**src/rtl/seq_detect_if.sv**
```systemverilog
// seq_detect_if: serial data, enable/clear and match/state/count outputs of the pattern detector
interface seq_detect_if #(
  parameter int LEN   = 4,
  parameter int CNT_W = 8
);
  localparam int SW = $clog2(LEN);
  logic             a;
  logic             c;
  logic             clr;
  logic             n;
  logic [SW-1:0]    state;
  logic [CNT_W-1:0] count;
  modport master (output a, c, clr, input n, state, count);
  modport slave  (input a, c, clr, output n, state, count);
endinterface

```
**src/rtl/seq_detect.sv**
```systemverilog
// seq_detect: KMP prefix-tracking serial pattern detector with registered match pulse and saturating count
module seq_detect #(
  parameter int             LEN     = 4,
  parameter logic [LEN-1:0] PATTERN = 4'b1011,
  parameter int             OVERLAP = 1,
  parameter int             CNT_W   = 8
) (
  input logic         clk,
  input logic         rst,
  seq_detect_if.slave bus
);
  localparam int SW = $clog2(LEN);
  // Longest suffix of (first k pattern bits, then b) that is a prefix, capped at LEN-1;
  // at k=LEN-1 with a matching b this yields the overlap restart state.
  function automatic int nxt(int k, logic b);
    int  m;
    logic ok;
    for (int l = (k + 1 < LEN - 1) ? k + 1 : LEN - 1; l > 0; l--) begin
      ok = 1'b1;
      for (int j = 0; j < l; j++) begin
        m = k + 1 - l + j;
        ok = ok & ((((m < k) ? PATTERN[LEN-1-m] : b)) == PATTERN[LEN-1-j]);
      end
      if (ok) return l;
    end
    return 0;
  endfunction
  logic [SW-1:0]    nt0 [LEN];
  logic [SW-1:0]    nt1 [LEN];
  logic [SW-1:0]    state_q, ns;
  logic [CNT_W-1:0] count_q;
  logic             n_q, hit;
  for (genvar k = 0; k < LEN; k++) begin : g_nt
    assign nt0[k] = SW'(nxt(k, 1'b0));
    assign nt1[k] = SW'(nxt(k, 1'b1));
  end
  always_comb begin
    hit = (state_q == SW'(LEN - 1)) && (bus.a == PATTERN[0]);
    ns  = (hit && OVERLAP == 0) ? '0 : (bus.a ? nt1[state_q] : nt0[state_q]);
  end
  always_ff @(posedge clk or posedge rst)
    if (rst) begin
      state_q <= '0;
      n_q     <= 1'b0;
      count_q <= '0;
    end else if (bus.clr) begin
      state_q <= '0;
      n_q     <= 1'b0;
      count_q <= '0;
    end else begin
      n_q <= bus.c && hit;
      if (bus.c) state_q <= ns;
      if (bus.c && hit && count_q != '1) count_q <= count_q + 1'b1;
    end
  assign bus.state = state_q;
  assign bus.n     = n_q;
  assign bus.count = count_q;
endmodule
```
**src/flat_wrapper.sv**
```systemverilog
// flat-port wrapper written by rule: the top's interface ports become plain ports
module seq_detect_flat 
#(
  parameter int             LEN     = 4,
  parameter logic [LEN-1:0] PATTERN = 4'b1011,
  parameter int             OVERLAP = 1,
  parameter int             CNT_W   = 8
)
  (clk, rst, bus_a, bus_c, bus_clr, bus_n, bus_state, bus_count);
  seq_detect_if #(.LEN(LEN), .CNT_W(CNT_W)) bus_i ();
  input logic clk;
  input logic rst;
  input wire logic [$bits(bus_i.a)-1:0] bus_a;
  input wire logic [$bits(bus_i.c)-1:0] bus_c;
  input wire logic [$bits(bus_i.clr)-1:0] bus_clr;
  output wire logic [$bits(bus_i.n)-1:0] bus_n;
  output wire logic [$bits(bus_i.state)-1:0] bus_state;
  output wire logic [$bits(bus_i.count)-1:0] bus_count;
  assign bus_i.a = bus_a;
  assign bus_i.c = bus_c;
  assign bus_i.clr = bus_clr;
  assign bus_n = bus_i.n;
  assign bus_state = bus_i.state;
  assign bus_count = bus_i.count;
  seq_detect #(.LEN(LEN), .PATTERN(PATTERN), .OVERLAP(OVERLAP), .CNT_W(CNT_W)) u_core (.clk(clk), .rst(rst), .bus(bus_i));
endmodule
```
**config.mk**
```make
export PLATFORM = sky130hd
export DESIGN_NAME = seq_detect_flat
export DESIGN_NICKNAME = d
export VERILOG_FILES = /design/src/rtl/seq_detect_if.sv /design/src/rtl/seq_detect.sv /design/src/flat_wrapper.sv
export SDC_FILE = /design/constraint.sdc
export NUM_CORES = 1
export LEC_CHECK = 0
export CORE_AREA = 2 2 40 42
export DETAILED_ROUTE_END_ITERATION = 8
export DIE_AREA = 0 0 42 44
export PLACE_DENSITY = 0.71
export SLEW_MARGIN = 15
export SYNTH_ARGS = -nofsm -noshare
export SYNTH_HDL_FRONTEND = slang
export SYNTH_SLANG_ARGS = --single-unit
```
**constraint.sdc**
```tcl
create_clock -name clk -period 3.65 [get_ports clk]
set_clock_uncertainty 0.1 [all_clocks]
set_input_delay 0.73 -clock clk [delete_from_list [all_inputs] [get_ports clk]]
set_output_delay 0.73 -clock clk [all_outputs]
set_load 0.005 [all_outputs]
```
==> results.json <==
{
  "status": "complete, no violations",
  "wire_per_inst_um": 11.53,
  "synth_edf_count": 0,
  "seq_area_frac_synth_pct": 46.71,
  "fin_nets": 82,
  "fp.dieW_um": 42,
  "final_core_util_pct": 54.59,
  "r2r-start": "u_core.bus.count[0]",
  "area_growth_pct": 31.42,
  "fin_setup_tns_ps": 0,
  "rsz0062_at_grt": "no",
  "drt-pass1-iter-count": 2,
  "coreArea_um2": 1419,
  "rrSetupSlack_ps": 2110,
  "synth_area_um2": 589.3,
  "clk_pin_slew_ps": 80,
  "fin_crit_sh_pct": 57.91,
  "power_density_nw_per_um2": 287.3,
  "dp_hpwl_um": 791.8,
  "die-area_um2": 1848,
  "cp.required_ps": 2820,
  "finalSetupViolCount": 0,
  "ir_worst_vdd_uv": 190.0,
  "drt_iter0_markers": 4,
  "cts_root_buf": "clkbuf_4",
  "clock-sinks": 11,
  "num_vias": 471,
  "grt_usage_pct": 13.40,
  "rows": 14,
  "hold_class": "flip-flop to flip-flop",
  "async_reset_ff_share_pct": 100.0,
  "post_cts.repair.setup_buffers": 0,
  "p_leak_nw": 0.3481,
  "r2r_end": "u_core.bus.count[1]",
  "post_cts_resized": 0,
  "hold_start": "u_core.bus.state[1]",
  "critPathKind": "flip-flop to primary output",
  "synthTopCellsByArea": "dfrtp_1 (47%), nor2_1 (7.0%), mux2i_1 (6.8%)",
  "ys.flop_type": "dfrtp_1",
  "drc_errors": 0,
  "synth_seq_cells": 11,
  "r2r_cells": 5,
  "first_global_vias": 446,
  "cp.arrival_ps": 1280,
  "slew_viol_final": 0,
  "yosys.area.top_type": "dfrtp_1",
  "vias_per_cell": 5.176,
  "critPathBufInv": 1,
  "cp-start-kind": "flip-flop",
  "cp_cell_sequence": "clkdlybuf4s50_1",
  "grt_max_degree": 12,
  "cts_tree": "built",
  "hold_path_depth": 2,
  "hold_viol": 0,
  "cp_slowest_cell": "clkdlybuf4s50_1",
  "grt_antenna_before_repair": 0,
  "fp.dieH_um": 44,
  "synth_nets": 64,
  "grt-ovfl-total": 0,
  "antenna_left": 0,
  "place_congestion": 0.7789,
  "fin_crit_ps": 2114,
  "netlist_instances": 58,
  "grt_pass1_wl_um": 1863,
  "synth_top_area_share_pct": 46.71,
  "drive_gt1_share_pct": 9.333,
  "clockBufferDepth": 2,
  "insertion_delay_ps": 270,
  "path_delay_family": "buffers and inverters",
  "ys_warn_count": 0,
  "io_buffers": 15,
  "synth_cell_type_count": 23,
  "drv_cap": 0,
  "relSlewSlack_pct": 72.73,
  "diodes": 0,
  "cpPeakStageDelay_ps": 550,
  "worstMarginPinSlew_ps": 408.6,
  "synth.avg_cell_area_um2": 10.16,
  "ctsHoldBuffers": 0,
  "crit_fanout": 6,
  "cts_buffers": 3,
  "drt_wl_total_um": 1049,
  "clock.fmax_mhz": 473.1,
  "start_util_pct": 41.53,
  "cts_max_level": 1,
  "synth_commonest_cells": "dfrtp_1 (11), nor2_1 (11), inv_1 (4), mux2i_1 (4)",
  "io_pins": 16,
  "hold_end": "u_core.bus.state[1]",
  "endpoint_kind": "primary output"
}
[cells by family after synthesis]
| group | share of synthesized area [%] |
|---|---|
| AND/OR/NAND/NOR | 24.42 |
| buffers and inverters | 4.458 |
| adder cells (fa/ha/maj) | 2.123 |
| XOR/XNOR | 5.946 |
| multiplexers | 6.794 |
| AO/OA/AOI/OAI | 9.552 |
| flip-flops | 46.71 |
[layout make-up]
type / count / area (um^2)
Inverter: 4 / 15.01
Multi-Input combinational cell: 41 / 287.8
Timing Repair Buffer: 15 / 150.1
Fill cell: 128 / 644.4
Sequential cell: 11 / 275.3
Clock buffer: 4 / 26.28
Tap cell: 16 / 20.02
[how the worst max path moves through the flow]
stage	end	slack, ps	from	depth (start not counted)
floorplan	u_core.bus.count[4]	2070	bus_a	5
global placement	u_core.bus.count[4]	1460	bus_c	5
detailed placement	u_core.bus.count[5]	1430	bus_c	5
CTS	bus_count[4]	1510	u_core.bus.count[4]	1
global route	bus_count[4]	1470	u_core.bus.count[4]	1
finish	bus_count[4]	1540	u_core.bus.count[4]	1
[placed cells by master, fill, tap and decap left out, types with 2 or more instances in the layout]
master and count:
and3_1 2, and4_1 2, clkbuf_4 3, clkdlybuf4s50_1 15, dfrtp_1 11, inv_1 4, mux2i_1 4, nand2_1 3
nand4_1 3, nor2_1 11, o211ai_1 2, xor2_1 3
[where the power goes]
group | total, mW | switching, mW | internal, mW
Combinational | 0.0135 | 0.00689 | 0.00663
Sequential | 0.124 | 0.00113 | 0.123
Clock | 0.0852 | 0.0430 | 0.0422
Total | 0.222 | 0.0510 | 0.172
[sequential cells by signal, summed over array words and instances (netlist names)]
signal	count
u_core.bus.count	8
u_core.bus.state	2
u_core.bus.n	1
[routing by layer]
layer  wire length (um)  share of wire [%]  vias up  track usage [%]
li1                   -                  -      236                -
met5                  0                  0        -                0
met1                484                 46      226            16.45
met4                  0                  0        0            5.806
met2                513                 49        9            22.81
met3                 50                4.8        0            2.917
[worst register-to-register path: stages, from the launching register on]
cell and delay, ps:
dfrtp_1 410, ha_1 250, nand4_4 170, o21ai_2 220, mux2i_1 210, nor2_1 50
[through the flow]
step / area (um^2) / power, mW / cells / setup slack (ps) / hold slack (ps)
final: 774.5 / 0.2225 / 91 / 1536 / 482.8
after global routing: 774.5 / 0.2298 / 91 / 1466 / 520.2
after CTS: 774.5 / 0.2227 / 91 / 1514 / 488.6
after detailed placement: 748.2 / 0.1400 / 87 / 1433 / 464.4
after global placement: 748.2 / 0.1398 / 87 / 1457 / 465.3
after floorplan: 589.3 / 0.1315 / 58 / 2066 / 437.7
No activity file was read; power rests on OpenSTA's default activity.
